**config.mk**
```make
export PLATFORM = sky130hd
export DESIGN_NAME = adder_rr_sequencer_flat
export DESIGN_NICKNAME = d
export VERILOG_FILES = /design/src/rtl/adder_rr_sequencer_pkg.sv /design/src/rtl/adder_rr_sequencer_if.sv /design/src/rtl/adder_rr_sequencer_arb.sv /design/src/rtl/adder_rr_sequencer.sv /design/src/flat_wrapper.sv
export SDC_FILE = /design/constraint.sdc
export NUM_CORES = 1
export LEC_CHECK = 0
export ABC_AREA = 1
export CAP_MARGIN = 10
export CORE_ASPECT_RATIO = 1.1
export CORE_MARGIN = 3
export CORE_UTILIZATION = 36
export CTS_CLUSTER_DIAMETER = 200
export DETAILED_ROUTE_END_ITERATION = 8
export PLACE_DENSITY = 0.75
export SYNTH_ARGS = -nofsm -noshare
export SYNTH_HDL_FRONTEND = slang
export SYNTH_SLANG_ARGS = --single-unit
```
**constraint.sdc**
```tcl
create_clock -name clk -period 1.2 [get_ports clk]
set_input_delay 0.24 -clock clk [delete_from_list [all_inputs] [get_ports clk]]
set_output_delay 0.24 -clock clk [all_outputs]
set_load 0.005 [all_outputs]
```
**src/rtl/adder_rr_sequencer_pkg.sv**
```systemverilog
`default_nettype none
// ============================================================================
//  Module      : adder_seq_pkg
//  Description : Shared types and constants for the adder round-robin
//                sequencer (FSM states, owner type, widths).
//  Revision    : 1.0 - initial release
// ============================================================================
package adder_seq_pkg;

    typedef enum logic [1:0] {
        IDLE = 2'd0,
        EXEC = 2'd1,
        RESP = 2'd2
    } state_t;

    typedef logic owner_t;

    localparam int WIDTH_DEFAULT = 16;
    localparam int CNT_W         = 4;

endpackage
`default_nettype wire

```
**src/rtl/adder_rr_sequencer_if.sv**
```systemverilog
`default_nettype none
// ============================================================================
//  Module      : adder_rr_sequencer_if
//  Description : Request/response and adder-side signal bundle for the adder
//                round-robin sequencer. slave = sequencer view, master =
//                requester/adder environment view.
//                Optional macro ADDER_SEQ_SUB_EN adds per-requester req_sub.
//  Revision    : 1.0 - initial release
// ============================================================================
interface adder_rr_sequencer_if
    import adder_seq_pkg::*;
#(
    parameter int WIDTH = WIDTH_DEFAULT
);
    logic [1:0]            req_valid;
    logic [1:0]            req_ready;
    logic [1:0][WIDTH-1:0] req_a;
    logic [1:0][WIDTH-1:0] req_b;
`ifdef ADDER_SEQ_SUB_EN
    logic [1:0]            req_sub;
`endif
    logic [WIDTH-1:0]      add_a;
    logic [WIDTH-1:0]      add_b;
    logic                  add_cin;
    logic [WIDTH-1:0]      add_sum;
    logic                  add_cout;
    logic [1:0]            resp_valid;
    logic [1:0]            resp_ready;
    logic [WIDTH-1:0]      resp_sum;
    logic                  resp_cout;
    logic                  busy;

    modport slave (
        input  req_valid, req_a, req_b,
`ifdef ADDER_SEQ_SUB_EN
        input  req_sub,
`endif
        input  add_sum, add_cout, resp_ready,
        output req_ready, add_a, add_b, add_cin,
        output resp_valid, resp_sum, resp_cout, busy
    );

    modport master (
        output req_valid, req_a, req_b,
`ifdef ADDER_SEQ_SUB_EN
        output req_sub,
`endif
        output add_sum, add_cout, resp_ready,
        input  req_ready, add_a, add_b, add_cin,
        input  resp_valid, resp_sum, resp_cout, busy
    );

endinterface
`default_nettype wire

```
**src/rtl/adder_rr_sequencer_arb.sv**
```systemverilog
`default_nettype none
// ============================================================================
//  Module      : rr_arbiter2
//  Description : Two-way combinational round-robin arbiter. A lone request
//                wins; on a tie the requester that did not win last time wins.
//  Revision    : 1.0 - initial release
// ============================================================================
module rr_arbiter2
    import adder_seq_pkg::*;
(
    input  wire logic [1:0] i_req,
    input  wire owner_t     i_last_grant,
    output logic [1:0]      o_grant
);

    // One-hot grant; a tie is broken against the previous winner
    always_comb begin
        o_grant    = 2'b00;
        o_grant[0] = i_req[0] & (~i_req[1] | (i_last_grant == 1'b1));
        o_grant[1] = i_req[1] & (~i_req[0] | (i_last_grant == 1'b0));
    end

endmodule
`default_nettype wire

```
**src/rtl/adder_rr_sequencer.sv**
```systemverilog
`default_nettype none
// ============================================================================
//  Module      : adder_rr_sequencer
//  Description : Shares one external combinational adder between two
//                requesters. Round-robin grant, operand capture, ADD_LAT
//                settle cycles on the adder, registered result returned over
//                a valid/ready response channel.
//                Optional macro ADDER_SEQ_SUB_EN enables subtraction via
//                req_sub (add_b = ~b, add_cin = 1).
//  Revision    : 1.0 - initial release
// ============================================================================
module adder_rr_sequencer
    import adder_seq_pkg::*;
#(
    parameter int WIDTH   = WIDTH_DEFAULT,
    parameter int ADD_LAT = 1
)
(
    input  wire logic            clk,
    input  wire logic            rst,
    adder_rr_sequencer_if.slave  bus
);

    localparam logic [CNT_W-1:0] c_LAT_M1 = CNT_W'(ADD_LAT - 1);

    if (ADD_LAT < 1 || ADD_LAT > 15) begin : g_bad_lat
        $error("adder_rr_sequencer: ADD_LAT must be in 1..15");
    end

    state_t             r_state;
    state_t             w_state_nxt;
    owner_t             r_owner;
    owner_t             r_last_grant;
    logic [CNT_W-1:0]   r_cnt;
    logic [WIDTH-1:0]   r_op_a;
    logic [WIDTH-1:0]   r_op_b;
`ifdef ADDER_SEQ_SUB_EN
    logic               r_sub;
`endif
    logic [1:0]         r_resp_valid;
    logic [WIDTH-1:0]   r_resp_sum;
    logic               r_resp_cout;

    logic [1:0]         w_grant;
    logic [1:0]         w_req_ready;
    logic               w_accept;
    owner_t             w_acc_idx;
    logic               w_resp_done;

    rr_arbiter2 u_arb (
        .i_req        (bus.req_valid),
        .i_last_grant (r_last_grant),
        .o_grant      (w_grant)
    );

    assign w_req_ready = (r_state == IDLE) ? w_grant : 2'b00;
    assign w_accept    = |(bus.req_valid & w_req_ready);
    // Grant is one-hot, so bit 1 alone identifies the winner
    assign w_acc_idx   = owner_t'(w_req_ready[1]);
    assign w_resp_done = r_resp_valid[r_owner] & bus.resp_ready[r_owner];

    assign bus.req_ready  = w_req_ready;
    assign bus.add_a      = r_op_a;
`ifdef ADDER_SEQ_SUB_EN
    assign bus.add_b      = r_sub ? ~r_op_b : r_op_b;
    assign bus.add_cin    = r_sub;
`else
    assign bus.add_b      = r_op_b;
    assign bus.add_cin    = 1'b0;
`endif
    assign bus.resp_valid = r_resp_valid;
    assign bus.resp_sum   = r_resp_sum;
    assign bus.resp_cout  = r_resp_cout;
    assign bus.busy       = (r_state != IDLE);

    // State register
    always_ff @(posedge clk) begin
        if (rst) begin
            r_state <= IDLE;
        end else begin
            r_state <= w_state_nxt;
        end
    end

    // Next-state: accept -> settle on adder -> wait for owner to take result
    always_comb begin
        w_state_nxt = r_state;
        case (r_state)
            IDLE:    if (w_accept)       w_state_nxt = EXEC;
            EXEC:    if (r_cnt == '0)    w_state_nxt = RESP;
            RESP:    if (w_resp_done)    w_state_nxt = IDLE;
            default:                     w_state_nxt = IDLE;
        endcase
    end

    // Operand capture, settle counter and result registers
    always_ff @(posedge clk) begin
        if (rst) begin
            r_op_a       <= '0;
            r_op_b       <= '0;
`ifdef ADDER_SEQ_SUB_EN
            r_sub        <= 1'b0;
`endif
            r_owner      <= 1'b0;
            r_last_grant <= 1'b1;
            r_cnt        <= '0;
            r_resp_valid <= 2'b00;
            r_resp_sum   <= '0;
            r_resp_cout  <= 1'b0;
        end else begin
            case (r_state)
                IDLE: begin
                    if (w_accept) begin
                        r_op_a       <= bus.req_a[w_acc_idx];
                        r_op_b       <= bus.req_b[w_acc_idx];
`ifdef ADDER_SEQ_SUB_EN
                        r_sub        <= bus.req_sub[w_acc_idx];
`endif
                        r_owner      <= w_acc_idx;
                        r_last_grant <= w_acc_idx;
                        r_cnt        <= c_LAT_M1;
                    end
                end
                EXEC: begin
                    if (r_cnt != '0) begin
                        r_cnt <= r_cnt - 1'b1;
                    end else begin
                        r_resp_sum            <= bus.add_sum;
                        r_resp_cout           <= bus.add_cout;
                        r_resp_valid[r_owner] <= 1'b1;
                    end
                end
                RESP: begin
                    if (w_resp_done) begin
                        r_resp_valid <= 2'b00;
                    end
                end
                default: begin
                    r_resp_valid <= 2'b00;
                end
            endcase
        end
    end

endmodule
`default_nettype wire

```
**src/flat_wrapper.sv**
```systemverilog
// flat-port wrapper written by rule: the top's interface ports become plain ports
module adder_rr_sequencer_flat import adder_seq_pkg::*;
#(
    parameter int WIDTH   = WIDTH_DEFAULT,
    parameter int ADD_LAT = 1
)
  (clk, rst, bus_req_valid, bus_req_a, bus_req_b, bus_add_sum, bus_add_cout, bus_resp_ready, bus_req_ready, bus_add_a, bus_add_b, bus_add_cin, bus_resp_valid, bus_resp_sum, bus_resp_cout, bus_busy);
  adder_rr_sequencer_if #(.WIDTH(WIDTH)) bus_i ();
  input  wire logic clk;
  input  wire logic rst;
  input wire logic [$bits(bus_i.req_valid)-1:0] bus_req_valid;
  input wire logic [$bits(bus_i.req_a)-1:0] bus_req_a;
  input wire logic [$bits(bus_i.req_b)-1:0] bus_req_b;
  input wire logic [$bits(bus_i.add_sum)-1:0] bus_add_sum;
  input wire logic [$bits(bus_i.add_cout)-1:0] bus_add_cout;
  input wire logic [$bits(bus_i.resp_ready)-1:0] bus_resp_ready;
  output wire logic [$bits(bus_i.req_ready)-1:0] bus_req_ready;
  output wire logic [$bits(bus_i.add_a)-1:0] bus_add_a;
  output wire logic [$bits(bus_i.add_b)-1:0] bus_add_b;
  output wire logic [$bits(bus_i.add_cin)-1:0] bus_add_cin;
  output wire logic [$bits(bus_i.resp_valid)-1:0] bus_resp_valid;
  output wire logic [$bits(bus_i.resp_sum)-1:0] bus_resp_sum;
  output wire logic [$bits(bus_i.resp_cout)-1:0] bus_resp_cout;
  output wire logic [$bits(bus_i.busy)-1:0] bus_busy;
  assign bus_i.req_valid = bus_req_valid;
  assign bus_i.req_a = bus_req_a;
  assign bus_i.req_b = bus_req_b;
  assign bus_i.add_sum = bus_add_sum;
  assign bus_i.add_cout = bus_add_cout;
  assign bus_i.resp_ready = bus_resp_ready;
  assign bus_req_ready = bus_i.req_ready;
  assign bus_add_a = bus_i.add_a;
  assign bus_add_b = bus_i.add_b;
  assign bus_add_cin = bus_i.add_cin;
  assign bus_resp_valid = bus_i.resp_valid;
  assign bus_resp_sum = bus_i.resp_sum;
  assign bus_resp_cout = bus_i.resp_cout;
  assign bus_busy = bus_i.busy;
  adder_rr_sequencer #(.WIDTH(WIDTH), .ADD_LAT(ADD_LAT)) u_core (.clk(clk), .rst(rst), .bus(bus_i));
endmodule
```
==> impl_metrics.csv <==
group,metric,value,unit
power,p_per_area,1730,mW/mm2
floorplan,floorplan.initialDensity,0.381,
layout,num-fill-cells,543,
layout,final_cells,657,
clock_network,cts-root-buf,"clkbuf_8",
logic_synthesis,synth-edff-count,0,
route,first_pass_iters,4,
sta,post-route-min-period,1.46,ns
clock_network,cts_buffers,9,
sta,fin_tns_setup,-8.62,ns
sta,setup_violations,54,
clock_network,cts_tree,"done",
sta,report.final.slew_viol_count,0,
layout,design_area,0.00534,mm2
placement,gp_congestion,0.802,
worst_setup_path,critPathCaptureType,"flop",
global_routing,grt_pass1_vias,3216,
logic_synthesis,ys_top_cells_by_area,"dfxtp_1 (43%), nand2_1 (15%), inv_1 (6.0%)",
worst_setup_path,crit_path_max_fanout,5,
logic_synthesis,synth_seq_area_share,0.430,
status,violations,"negative setup slack",
placement,hpwl,5900,um
clock_network,clk_path_buf_depth,2,
clock_network,cts_sinks,59,
power,max-vdd-ir-drop,0.910,mV
worst_setup_path,slowest_delay,0.34,ns
worst_setup_path,crit_chain,"nor2_4 -> buf_6 -> nand3_4 -> buf_8 -> nand2_8 -> buf_6 -> clkbuf_16 -> nand2_2 -> a21oi_2",
worst_setup_path,critPathSlowestCell,"dfxtp_2",
placement,port_buffers,140,
logic_synthesis,synth_most_common_cell,"nand2_1",
layout,drive_gt1_frac,0.371,
worst_setup_path,worstPathRequired,1.47,ns
route,antenna_left,0,
global_routing,grt_start_max_net_pins,26,
logic_synthesis,yosysTopAreaCell,"dfxtp_1",
logic_synthesis,netlist_instances,394,
route,wl_per_cell,15.6,um
logic_synthesis,ys_seq_elements,59,
run,cap_violations,0,
sta,finalHoldViolations,0,
global_routing,grt_use_total,0.216,
floorplan,core,0.00721,mm2
logic_synthesis,synth_cell_types,26,
logic_synthesis,syn-mean-instance-area,6.98,um2
global_routing,antenna_found_initial,0,
layout,synthToLayoutAreaGrowth,94.3,%
worst_setup_path,criticalPathCategory,"reg -> reg",
floorplan,rows,32,
sta,max_freq,685,MHz
logic_synthesis,netlist_area,0.00275,mm2
global_routing,grt_overflow,0,
placement,place_ws,-0.558,ns
clock_network,clk_pin_slew_worst_paths,0.08,ns
floorplan,die_w,89.3,um
logic_synthesis,netlist_top_cells_count,"nand2_1 (113), dfxtp_1 (59), inv_1 (44), nor2_1 (42), a21oi_1 (29)",
worst_setup_path,arrival,1.72,ns
sta,grt_setup_unrepaired,"true",
floorplan,io_pins,142,
logic_synthesis,synthesis.nets,483,
floorplan,dieArea,0.00872,mm2
layout,final_nets,656,
floorplan,die_h,97.7,um
placement,dpl.cell_count,620,
status,status,"finished, violations left",
logic_synthesis,synthArstFlopShare,0,
logic_synthesis,synth_flop_cell,"dfxtp_1",
route,routed_wl,10200,um
sta,fin_crit_sh,1.22,
placement,place_area,0.00435,mm2
sta,setup_ws,-0.259,ns
logic_synthesis,synth_top_area_frac,0.430,
worst_setup_path,start_kind,"flop",
global_routing,grt_pass1_wl,14800,um
layout,antenna_cells,0,
sta,skew,0.0171,ns
logic_synthesis,ys_warn_count,0,
route,viasPerCell,4.93,
route,drt_drc_violations_left,0,
clock_network,ctsHoldBuffers,0,
worst_setup_path,timing.critical_path.mode_cell,"buf_6",
clock_network,htree_levels,3,
power,p_leak,2.42,nW
sta,fin_hold_ws,0.360,ns
route,drt_iter0_drc,120,
clock_network,clkLatencyLatePin,0.34,ns
hold_path,min_path_type,"in -> reg",
route,vias,3237,
[area by class of cell]
| type | instances | area, um2 | area share |
|---|---|---|---|
| clock buffers | 10 | 128 | 0.0239 |
| clock inverters | 6 | 80.1 | 0.0150 |
| inverters | 47 | 196 | 0.0368 |
| multi-input cells | 265 | 1720 | 0.322 |
| flip-flops and latches | 59 | 1200 | 0.225 |
| well taps | 85 | 106 | 0.0199 |
| repair buffers | 183 | 1880 | 0.352 |
| repair inverters | 2 | 27.5 | 0.00515 |
[flip-flops by register name, indices dropped and copies added (netlist names)]
register	count
u_core.bus.add_a	16
u_core.bus.add_b	16
u_core.bus.resp_cout	1
u_core.bus.resp_sum	16
u_core.bus.resp_valid	2
u_core.r_cnt	4
u_core.r_last_grant	1
u_core.r_owner	1
u_core.r_state	2
[metal layers]
| layer | GRT usage | share of wire | wire length [um] | vias to the layer above |
|---|---|---|---|---|
| met3 | 0.0721 | 0.072 | 741 | 20 |
| met5 | 0 | 0 | 0 | - |
| met4 | 0.0848 | 0.026 | 265 | 0 |
| met2 | 0.374 | 0.52 | 5310 | 129 |
| met1 | 0.235 | 0.38 | 3910 | 1504 |
| li1 | - | - | - | 1584 |
[worst paths after layout]
check | start | endpoint | slack (ns) | depth (start not counted)
max | u_core.r_state[0]$_SDFFE_PP0P_ | u_core.bus.add_b[15]$_SDFFE_PP0P_ | -0.26 | 9
min | rst | u_core.r_owner$_SDFFE_PP0P_ | 0.36 | 3
max reg2reg | u_core.r_state[0]$_SDFFE_PP0P_ | u_core.bus.add_b[15]$_SDFFE_PP0P_ | -0.26 | 9
min reg2reg | u_core.bus.add_a[7]$_SDFFE_PP0P_ | u_core.bus.add_a[7]$_SDFFE_PP0P_ | 0.46 | 2
[what timing repair did]
item / in CTS / in global routing
pin swaps: 16 / 23
setup endpoints to repair: 110 / 80
resized for setup: 184 / 112
buffers inserted: 15 / 1
cloned: 7 / 3
[report_power, final]
group	switching (mW)	internal (mW)	leakage (nW)
logic	2.24	2.32	1.82
clock network	0.794	1.16	0.110
registers	0.314	2.42	0.491
total	3.35	5.90	2.42
[metrics by stage]
step / util / power [mW]
after floorplan: - / 4.26
after global placement: 0.603 / 5.78
after CTS: 0.699 / 8.66
after detailed placement: 0.603 / 5.85
final: 0.741 / 9.25
after global routing: 0.741 / 9.77
[critical path, delay by kind of cell, from the launching register on]
family                 cells  cell delay, ns
AO/OA/AOI/OAI              1            0.11
flip-flops                 1            0.34
buffers and inverters      4            0.56
AND/OR/NAND/NOR            4            0.36
[cells in the final DEF (no fill, tap or decap), drive strengths merged]
cell | synthesis | routed
nand2 | 115 | 115
clkdlybuf4s50 | 0 | 84
dfxtp | 59 | 59
o21ai | 50 | 50
inv | 47 | 49
buf | 18 | 44
nor2 | 43 | 43
a21oi | 39 | 39
dlygate4sd2 | 0 | 33
clkbuf | 5 | 18
clkdlybuf4s15 | 0 | 14
nand3 | 11 | 11
clkinv | 0 | 4
nand4 | 2 | 2
bufinv | 0 | 2
ha | 2 | 2
o211ai | 1 | 1
xnor2 | 1 | 1
conb | 1 | 1
[logic make-up (layout without fill, tap and decap cells)]
logic type,Yosys count,in the layout,share of synthesized area
adder cells (fa/ha/maj),2,2,0.00910
buffers and inverters,70,248,0.122
AO/OA/AOI/OAI,90,90,0.178
other,1,1,0.00136
AND/OR/NAND/NOR,171,171,0.257
flip-flops,59,59,0.430
XOR/XNOR,1,1,0.00319
Note: power is estimated with default switching activity, not from simulation.
==> patch 1: new RTL, same settings <==
Change the package constant `WIDTH_DEFAULT` from 16 to 32.
--- a/src/rtl/adder_rr_sequencer_pkg.sv
+++ b/src/rtl/adder_rr_sequencer_pkg.sv
@@ -15,7 +15,7 @@
 
     typedef logic owner_t;
 
-    localparam int WIDTH_DEFAULT = 16;
+    localparam int WIDTH_DEFAULT = 32;
     localparam int CNT_W         = 4;
 
 endpackage
Interface: changed (6 resized); port bits go from 142 to 270. No check against the original RTL was run, so the function may have changed too.
==> patch 1 against the original RTL <==
- the run still ends with negative setup slack left
- final area is 65% higher
- first-iteration DRC count is 120% higher
- largest cell class unchanged
- power is 67% higher
- die area is 69% higher
- sequential cell count is 48 higher
- synthesized area is 75% higher
- register-to-register slack better by 40 ps
- setup slack better by 17 ps
- non-clock buffer count is 153 higher
- wire length is 61% higher
- combinational power is 59% higher
- clock skew is 8.9 ps lower
==> patch 1: results (changes against the original RTL) <==
* Result of the run: finished, violations left
* Violated checks: negative setup slack
* Comb power frac at 47.0% (-2.4 points)
* Hold-critical path endpoint: u_core.bus.add_b[10]
* Number of cells on the worst hold path at 2 (-1)
* PostCTS Resize Cnt at 246 (+34%)
* Start point of the worst hold path: u_core.bus.add_b[10]
* Most frequent cells after synthesis: 276 x nand2_1, 107 x dfxtp_1, 76 x nor2_1
* Vias in the first global route at 5159 (+60%)
* Worst Skew at 8.26 ps (-8.87 ps)
* Placed Area at 0.00794 sq mm (+83%)
* Met1 routing resource usage after global routing at 23.4% (-0.15 points)
* Pin count of the biggest net entering global routing at 33 (+27%)
* Via-to-Cell Ratio at 4.65 (-5.6%)
* Seq/Total Area, Yosys at 44.6% (+1.7 points)
* Cell family with most CP delay: flip-flops
* Violation count after the first detailed-routing iteration at 269 (+120%)
* Share of Yosys cell area claimed by the top area cell type at 44.6% (+1.7 points)
* IR drop worst, VDD at 0.864 mV (-5.0%)
* Total instance count after detailed placement at 1140 (+84%)
* Average detailed-routed wire length per instance at 14.0 um (-9.9%)
* Met1 wire length at 6280 um (+61%)
* Number of I/O port buffers at 268 (+91%)
* Post-DP HPWL at 11900 um (+100%)
* Met2 track demand over resource at 38.1% (+0.63 points)
* Reg2Reg Capture Point: u_core.bus.add_b[14]
* Post-synthesis cell type count at 25 (-3.8%)
* Met3 wire len at 1530 um (+110%)
* Avg Inst Size Synth at 6.78 sq um (-2.8%)
* Detailed route wirelength on metal2 at 8240 um (+55%)
* Arrival time at the worst endpoint at 1200 ps (-520 ps)
* Net Count, Synth at 877 (+82%)
* Routing usage on met3 at 6.82% (-0.39 points)
* Dominant cells by area after synthesis: dfxtp_1 45%, nand2_1 22%, nor2_1 5.9%
* Total of fill cells in the finished design at 1085 (+100%)
* Clock tree root driver cell: clkbuf_16
* Place WS at -602 ps (-44.0 ps)
* Count of endpoints failing setup in the final report at 106 (+96%)
* Internal power component at 10.2 mW (+73%)
* Launching point of the worst reg2reg path: u_core.r_state[1]
* Critical-path maximum fanout at 4 (-1)
* Clock group share of total power at 20.8% (-0.3 points)
* Startpoint-to-endpoint class of the critical path: flop to output pin
* Final weighted congestion in routability-driven placement at 0.789 (-1.6%)
* Leakage at 4.18 nW (+73%)
* Logic depth of the worst register-to-register path at 10 (+1)
* Setup slack, reg-to-reg at -220 ps (+40 ps)
* Total global routing track utilization at 21.3% (-0.29 points)
* Worst hold slack after final layout at 449 ps (+88.1 ps)
* Post-Route Setup TNS at -16890 ps (-8270 ps)
* Final layout net count at 1179 (+80%)
* Capture point of the critical path: bus_req_ready[1]
* Worst setup slack after layout at -241 ps (+17.4 ps)
* Total via count in the routed design at 5449 (+68%)
==> patch 1: cell types whose count changed after synthesis, sizes merged, moves of 7 or more <==
cell	delta
o21ai	+15
nor2	+35
dfxtp	+48
nand2	+163
clkbuf	+7
buf	+15
nand3	+31
==> patch 1: logic make-up (layout without fill, tap and decap cells) <==
logic type      after synthesis  after routing  synth area share, %
simple gates                400            400                 33.7
flops                       107            107                 44.6
compound gates              104            104                 10.9
buf+inv                      93            400                 9.96
fa+ha+maj                     2              2                0.521
other cells                   1              1               0.0781
xor+xnor                      1              1                0.183
==> patch 1: area by class of cell <==
class | count | area [sq um] | area share (%)
sequential | 107 | 2170 | 24.6
clock inverter | 5 | 85.1 | 0.963
timing repair buffer | 336 | 3400 | 38.5
multi-input combinational | 508 | 2530 | 28.7
clock buffer | 11 | 243 | 2.75
inverter | 48 | 200 | 2.27
tap | 157 | 196 | 2.22
==> patch 1: tightest hold or removal path, cell delays in order (launching register included) <==
cell and delay [ps]:
dfxtp_2 320, nand3_2 60, nand2_1 40
==> patch 2: new RTL, config.mk and constraints unchanged <==
Made on the original files. Encoding of `state_t`: now one-hot (3 bits for 3 states).
--- a/src/rtl/adder_rr_sequencer_pkg.sv
+++ b/src/rtl/adder_rr_sequencer_pkg.sv
@@ -7,10 +7,10 @@
 // ============================================================================
 package adder_seq_pkg;
 
-    typedef enum logic [1:0] {
-        IDLE = 2'd0,
-        EXEC = 2'd1,
-        RESP = 2'd2
+    typedef enum logic [2:0] {
+        IDLE = 3'b001,
+        EXEC = 3'b010,
+        RESP = 3'b100
     } state_t;
 
     typedef logic owner_t;
Function: no difference found for any inputs over 10 cycles, from zero or initial values and one cycle with rst high; not proved beyond that.
==> patch 2 against the original RTL <==
- the flow still finishes with violations (negative setup slack)
- core utilization decreased by 2.2 points
- power increased by 3.6%
- sequential power increased by 3%
- synthesized area decreased by 2.2%
- sequential cell count increased by 1
- final area decreased by 4.0%
- setup slack got worse by 55 ps
- wire length decreased by 9.9%
- largest power group unchanged
==> patch 2: results (changes against the original RTL) <==
* Result of the run: finished, violations left
* Violated checks: negative setup slack
* Area used by sequential logic in the layout at 0.00121 sq mm (+0.83%)
* Place WS at -571 ps (-12.3 ps)
* Layout cell share with drive strength beyond 1 at 26.2% (-11 points)
* Met3 wire len at 741 um (unchanged)
* PostCTS Resize Cnt at 136 (-26%)
* Class of the tightest hold or removal check: flop to flop
* Dominant cells by area after synthesis: dfxtp_1 45%, nand2_1 17%, nor2_1 15%
* Post-Synth Adder-Cell Area at 0.931% (+0.020 points)
* Avg Inst Size Synth at 6.66 sq um (-4.6%)
* Total global routing track utilization at 19.6% (-1.9 points)
* Detailed route wirelength on metal2 at 4850 um (-8.7%)
* Post-synthesis cell type count at 23 (-12%)
* IR drop worst, VDD at 0.911 mV (+0.13%)
* Worst Skew at 9.87 ps (-7.26 ps)
* Leakage at 2.41 nW (-0.58%)
* Routing usage on met3 at 7.07% (-0.14 points)
* Pin count of the biggest net entering global routing at 37 (+42%)
* Hold-critical path endpoint: u_core.bus.resp_valid[1]
* Final core utilization at 71.9% (-2.2 points)
* Total of fill cells in the finished design at 569 (+4.8%)
* Number of I/O port buffers at 140 (unchanged)
* Sw frac at 35.3% (-0.91 points)
* Met2 track demand over resource at 34.5% (-3.0 points)
* Xor and xnor area share after synthesis at 0.326% (+0.0071 points)
* Repair and plain buffers at 188 (+2.7%)
* Net Count, Synth at 493 (+2.1%)
* Layout inverter count without the clock tree at 18 (-63%)
* Num sequential at 60 (+1.7%)
* Seq/Total Area, Yosys at 44.7% (+1.7 points)
* Multi-input gate area at 0.00161 sq mm (-6.2%)
* Reg2Reg Capture Point: u_core.bus.add_b[7]
* Cell family with most CP delay: simple AND/OR/NAND/NOR gates
* Compound-Gate Fraction of Synth Area at 10.5% (-7.3 points)
* Count of endpoints failing setup in the final report at 56 (+3.7%)
* Placed Area at 0.00437 sq mm (+0.43%)
* Met1 routing resource usage after global routing at 21.9% (-1.6 points)
* Final layout net count at 672 (+2.4%)
* Start point of the worst hold path: u_core.bus.resp_valid[1]
* Antenna-violating nets left at 0 (unchanged)
* Clock network contribution to total cell area at 4.22% (+0.33 points)
* Post-CTS setup buffer count at 11 (-4)
* Met1 wire length at 3510 um (-10%)
* Logic depth of the worst register-to-register path at 11 (+2)
* Total instance count after detailed placement at 642 (+3.5%)
* Number of multi-input combinational cells at 306 (+15%)
* Violation count after the first detailed-routing iteration at 117 (-2.5%)
* Worst hold slack after final layout at 465 ps (+104 ps)
* Final weighted congestion in routability-driven placement at 0.759 (-5.4%)
* Total via count in the routed design at 3198 (-1.2%)
* Worst setup slack after layout at -314 ps (-55.5 ps)
* Critical Path Source: u_core.r_state[2]
* Non-clock buffer contribution to total cell area at 36.7% (+1.5 points)
* Number of cells on the worst hold path at 2 (-1)
* CLK BUF at 11 (+1)
* Via-to-Cell Ratio at 4.75 (-3.6%)
* Vias in the first global route at 3058 (-4.9%)
* Post-Route Setup TNS at -11890 ps (-3270 ps)
==> patch 2: changes by cell type in the layout (fill, tap and decap cells not counted), sizes merged, moves of 2 or more <==
cell,before,now
nand2,115,124
clkdlybuf4s50,84,86
buf,44,49
clkbuf,18,14
nor2,43,109
dlygate4sd2,33,45
clkdlybuf4s15,14,5
inv,49,17
a21oi,39,6
==> patch 2: power by group through the flow <==
| stage | logic [mW] | clock network (mW) | registers, mW |
|---|---|---|---|
| 5_1_grt | 5.23 | 2.10 | 2.86 |
| 4_1_cts | 4.12 | 2.02 | 2.79 |
| 3_5_place_dp | 3.78 | 0 | 2.82 |
| 2_1_floorplan | 1.79 | 0 | 2.85 |
| 3_3_place_gp | 3.73 | 0 | 2.79 |
| 6_report | 4.80 | 1.98 | 2.80 |
